==> src/rtl/pkg_panel.sv <==
// Shared panel definitions: image-buffer address map, geometry defaults and the
// buffer write payload. The serial driver imports this package as well.
package pkg_panel;

    localparam int unsigned ADDR_W       = 13;
    localparam int unsigned ROW_W        = 8;
    localparam int unsigned COL_W        = 5;
    localparam int unsigned PIX_W        = 30;
    localparam int unsigned H_ACTIVE_DEF = 16;
    localparam int unsigned V_ACTIVE_DEF = 240;

    typedef enum logic [1:0] {
        ST_IDLE      = 2'd0,
        ST_ACTIVE    = 2'd1,
        ST_DROP_LINE = 2'd2
    } wr_state_t;

    typedef struct packed {
        logic [ADDR_W-1:0] addr;
        logic [PIX_W-1:0]  data;
    } buf_wr_t;

    // Buffer address of a pixel: row in the upper bits, column in the lower bits.
    function automatic logic [ADDR_W-1:0] pix_addr(input logic [ROW_W-1:0] row,
                                                   input logic [COL_W-1:0] col);
        return {row, col};
    endfunction

endpackage

==> src/rtl/pixel_stream_writer.sv <==
// Converts a raster-ordered valid/ready pixel stream into image-buffer write
// strobes, tracking row/column and flagging frame-geometry errors.
module pixel_stream_writer
    import pkg_panel::*;
#(
    parameter int unsigned H_ACTIVE = H_ACTIVE_DEF,
    parameter int unsigned V_ACTIVE = V_ACTIVE_DEF
) (
    input  logic              iSysclk,
    input  logic              iReset,
    input  logic              iValid,
    output logic              oReady,
    input  logic              iSof,
    input  logic              iEol,
    input  logic [PIX_W-1:0]  iPixel,
    output logic              oWREN,
    output logic [PIX_W-1:0]  oImage,
    output logic [ADDR_W-1:0] oAddress,
    output logic              oFrameDone,
    output logic              oLineErr,
    output logic              oFrameErr,
    input  logic              iErrClr
);

    localparam logic [COL_W-1:0] LAST_COL = COL_W'(H_ACTIVE - 1);
    localparam logic [ROW_W-1:0] LAST_ROW = ROW_W'(V_ACTIVE - 1);

    wr_state_t          state_q, state_d;
    logic [ROW_W-1:0]   row_q, row_d;
    logic [COL_W-1:0]   col_q, col_d;
    logic               ready_q;
    logic               wren_q, wren_d;
    buf_wr_t            wr_q, wr_d;
    logic               done_q, done_d;
    logic               line_err_q, frame_err_q;
    logic               line_set, frame_set;
    logic               do_write;
    logic [ROW_W-1:0]   eff_row;
    logic [COL_W-1:0]   eff_col;
    logic               xfer;

    assign xfer = iValid & ready_q;

    // Next state, counters and write payload for the accepted pixel.
    always_comb begin
        state_d   = state_q;
        row_d     = row_q;
        col_d     = col_q;
        wren_d    = 1'b0;
        wr_d      = wr_q;
        done_d    = 1'b0;
        line_set  = 1'b0;
        frame_set = 1'b0;
        do_write  = 1'b0;
        eff_row   = row_q;
        eff_col   = col_q;

        if (xfer) begin
            if (iSof) begin
                // A sof always restarts at (0,0); mid-frame it is also an error.
                frame_set = (state_q != ST_IDLE);
                eff_row   = '0;
                eff_col   = '0;
                do_write  = 1'b1;
            end else begin
                case (state_q)
                    ST_IDLE: frame_set = 1'b1;
                    ST_ACTIVE: do_write = 1'b1;
                    ST_DROP_LINE: begin
                        line_set = 1'b1;
                        if (iEol) begin
                            if (row_q == LAST_ROW) begin
                                state_d = ST_IDLE;
                                row_d   = '0;
                                col_d   = '0;
                            end else begin
                                state_d = ST_ACTIVE;
                                row_d   = row_q + ROW_W'(1);
                                col_d   = '0;
                            end
                        end
                    end
                    default: state_d = ST_IDLE;
                endcase
            end

            if (do_write) begin
                wren_d  = 1'b1;
                wr_d.addr = pix_addr(eff_row, eff_col);
                wr_d.data = iPixel;
                if (iEol) begin
                    line_set = (eff_col != LAST_COL);
                    if (eff_row == LAST_ROW) begin
                        done_d  = 1'b1;
                        state_d = ST_IDLE;
                        row_d   = '0;
                        col_d   = '0;
                    end else begin
                        state_d = ST_ACTIVE;
                        row_d   = eff_row + ROW_W'(1);
                        col_d   = '0;
                    end
                end else if (eff_col == LAST_COL) begin
                    state_d = ST_DROP_LINE;
                    row_d   = eff_row;
                    col_d   = eff_col;
                end else begin
                    state_d = ST_ACTIVE;
                    row_d   = eff_row;
                    col_d   = eff_col + COL_W'(1);
                end
            end
        end
    end

    // State, counters, output stage and sticky error flags.
    always_ff @(posedge iSysclk) begin
        if (iReset) begin
            state_q     <= ST_IDLE;
            row_q       <= '0;
            col_q       <= '0;
            ready_q     <= 1'b0;
            wren_q      <= 1'b0;
            wr_q        <= '0;
            done_q      <= 1'b0;
            line_err_q  <= 1'b0;
            frame_err_q <= 1'b0;
        end else begin
            state_q     <= state_d;
            row_q       <= row_d;
            col_q       <= col_d;
            ready_q     <= 1'b1;
            wren_q      <= wren_d;
            wr_q        <= wr_d;
            done_q      <= done_d;
            line_err_q  <= (line_err_q & ~iErrClr) | line_set;
            frame_err_q <= (frame_err_q & ~iErrClr) | frame_set;
        end
    end

    assign oReady     = ready_q;
    assign oWREN      = wren_q;
    assign oImage     = wr_q.data;
    assign oAddress   = wr_q.addr;
    assign oFrameDone = done_q;
    assign oLineErr   = line_err_q;
    assign oFrameErr  = frame_err_q;

endmodule

==> config.mk <==
export PLATFORM = sky130hd
export DESIGN_NAME = pixel_stream_writer
export DESIGN_NICKNAME = d
export VERILOG_FILES = /design/src/rtl/pkg_panel.sv /design/src/rtl/pixel_stream_writer.sv
export SDC_FILE = /design/constraint.sdc
export NUM_CORES = 1
export LEC_CHECK = 0
export CAP_MARGIN = 10
export CORE_MARGIN = 3
export CORE_UTILIZATION = 43
export DETAILED_ROUTE_END_ITERATION = 8
export MAX_ROUTING_LAYER = met4
export PLACE_DENSITY = 0.75
export SLEW_MARGIN = 10
export SYNTH_ARGS = -nofsm -noshare
export SYNTH_HDL_FRONTEND = slang
export SYNTH_SLANG_ARGS = --single-unit
==> constraint.sdc <==
create_clock -name iSysclk -period 1.9 [get_ports iSysclk]
set_clock_uncertainty 0.05 [all_clocks]
set_input_delay 0.285 -clock iSysclk [delete_from_list [all_inputs] [get_ports iSysclk]]
set_output_delay 0.285 -clock iSysclk [all_outputs]
set_load 0.005 [all_outputs]
==> reports/results.txt <==
status: finished clean
DIE HEIGHT: 87.6 um
Setup WS post-layout: 0.101 ns
htree depth: 3
Cells after Synth: 363
total track usage: 0.225
port bufs: 83
largest net degree at the start of global routing: 32
flops & latches, synth: 63
Root Driver: clkbuf_8
maximum clock frequency: 556 MHz
CTS tree: yes
crit path time final: 1.80 ns
Worst-Margin Slew: 0.361 ns
Bufs on Longest Clock Path: 2
distinct cell type count after synthesis: 55
P&R area growth vs syn: 50.8%
Seq/Total Area, Yosys: 0.441
ratio of total power to cell area: 673 nW/um^2
Finished Layout Cells: 563
most frequent cells in the layout: nand2_1, clkdlybuf4s50_1, dfxtp_1
layout cells sized above 1: 0.177
Critical Path Fanout Max: 6
Synth Warn #: 0
leak pwr: 0.00159 uW
Worst EP arrival: 2.04 ns
Startpoint Class: input port
Slew headroom: 0.753
critical setup path kind: input port to flop
number of global-route vias before repair: 2850
Die W: 87.6 um
hold crit path type: input port to flop
number of cell rows: 29
final WL: 8230 um
Async SR Flop Fraction: 0
Max VDD drop: 542 uV
antenna cells: 0
CP cell instances: dlygate4sd2_1 -> buf_4 -> nor2b_2 -> ha_1 -> nand3_2 -> or3_4 -> o31ai_2 -> a32o_1
Sink Count: 63
drt first pass iters: 4
final instance area: 4320 sq um
Vias: 3052
Setup crit start: iSof
Post-route DRC: 0
Starting DRT DRC Count: 108
worst path required time: 2.14 ns
placed cell count: 546
most common cell after layout, fill and taps aside: nand2_1
core area: 6390 sq um
RR Startpoint: row_q[0]
max cap viols: 0
CTS buffer count: 9
initial core utilization: 0.448
HPWL after DPL: 5810 um
hold_sp: iReset
Top FF cell, synth: dfxtp_1
Post-synth EDFFs: 0
Final setup viols: 0
Area after DPL: 4090 sq um
syn nets: 402
WL per Instance: 14.6 um
average size of a mapped cell: 7.89 sq um
clk slew on worst S/H paths: 0.07 ns
# nets final: 520
initial antenna violation count: 0
DR vias/cell: 5.42
Max stage delay cell, worst path: or3_4
clk_lat worst skew: 0.35 ns
CP Capture Type: flop
Pins Over Slew Limit: 0
slowest stage delay, CP: 0.36 ns
remaining global-route overflow: 0
first-pass GRT wire length: 13100 um
final total negative setup slack: 0 ns
DIE AREA: 7670 sq um
Final Hold Vio Count: 0
hold buffer count at cts: 0
io pins: 84
Top delay family on crit path: simple AND/OR/NAND/NOR gates
Antenna Nets Post-Route: 0
Mapped Area: 2860 sq um
final worst-path cycle share: 0.947
placer congestion estimate: 0.848
DP Worst Slack: -0.532 ns
Buf+Inv Stages, Crit Path: 2
hold slack: 0.142 ns
==> through the flow <==
| step | util | total power, uW |
|---|---|---|
| after floorplan | - | 1550 |
| after global placement | 0.640 | 1780 |
| after detailed placement | 0.640 | 1780 |
| after CTS | 0.669 | 2920 |
| after global routing | 0.676 | 3010 |
| final | 0.676 | 2900 |
==> layout make-up <==
| cell class | count | area (sq um) |
|---|---|---|
| Tap cell | 77 | 96.3 |
| Timing Repair Buffer | 131 | 1250 |
| Inverter | 2 | 7.51 |
| Clock inverter | 6 | 61.3 |
| Fill cell | 550 | 2070 |
| Clock buffer | 10 | 128 |
| Sequential cell | 63 | 1260 |
| Multi-Input combinational cell | 274 | 1510 |
==> where the power goes <==
group | switching, uW | internal (uW) | total, uW | leakage (uW)
Sequential | 21.2 | 1350 | 1370 | 0.000512
Clock | 546 | 601 | 1150 | 0.0000960
Combinational | 171 | 211 | 383 | 0.000985
Total | 738 | 2170 | 2900 | 0.00159
==> state kept, by name, indices dropped and copies added (netlist names) <==
name / flops
state_q: 2
col_q: 5
oImage: 30
oFrameErr: 1
oLineErr: 1
oReady: 1
oFrameDone: 1
oWREN: 1
oAddress: 13
row_q: 8
==> synth_stat cells (2+ instances only) <==
library cell,number,share of area
nand4b_1,3,0.0092
clkbuf_1,8,0.010
a211oi_1,2,0.0052
buf_4,2,0.0052
ha_1,3,0.013
xnor2_1,2,0.0061
nand2b_1,4,0.0087
nor2_1,22,0.029
dfxtp_1,63,0.44
buf_6,2,0.0079
and2_1,2,0.0044
nor2b_1,9,0.020
a22oi_1,4,0.010
buf_2,10,0.017
nand2_1,87,0.11
nor3b_1,2,0.0052
a311oi_1,2,0.0061
inv_1,2,0.0026
o31ai_1,2,0.0052
or2_2,2,0.0044
nor3_1,8,0.014
a21oi_1,57,0.10
or3_1,2,0.0044
a31oi_1,4,0.0087
nand3_1,15,0.026
o21ai_0,11,0.019
o211ai_1,2,0.0052
and3_1,4,0.0087
==> metal layers <==
layer,GRT usage,wire [um],share of wire,vias up
met5,-,0,0,-
li1,-,-,-,1496
met4,0.113,231,0.028,0
met2,0.355,4070,0.50,100
met1,0.276,3520,0.43,1437
met3,0.0395,407,0.049,19
==> path summary, 6_finish.rpt <==
path | endpoint | slack (ns) | depth (start not counted)
worst max-delay path | col_q[0] | 0.10 | 8
worst min-delay path | col_q[1] | 0.14 | 2
worst max register to register | row_q[6] | 0.11 | 8
worst min register to register | oAddress[8] | 0.40 | 2
==> worst register-to-register path, cell delays in order (launching register included) <==
cell      delay (ns)
dfxtp_2         0.36
nor2b_2         0.18
ha_1            0.18
nand3_1         0.14
buf_4           0.19
o211ai_1        0.26
buf_4           0.16
nand2b_1        0.09
a21oi_1         0.06
==> cells by family (layout without fill, tap and decap cells) <==
kind of cell	Yosys count	count (layout)	synth area share
buffers and inverters	26	149	0.0468
flip-flops	63	63	0.441
XOR/XNOR	3	3	0.00918
adder cells (fa/ha/maj)	3	3	0.0131
multiplexers	1	1	0.00350
AO/OA/AOI/OAI	97	97	0.205
AND/OR/NAND/NOR	170	170	0.281
==> timing repair <==
item,4_1_cts,5_1_grt
endpoints found under the setup margin,9,8
buffers inserted,0,1
pin swaps,0,1
resized for setup,1,10
(Power assumes the default switching activity.)
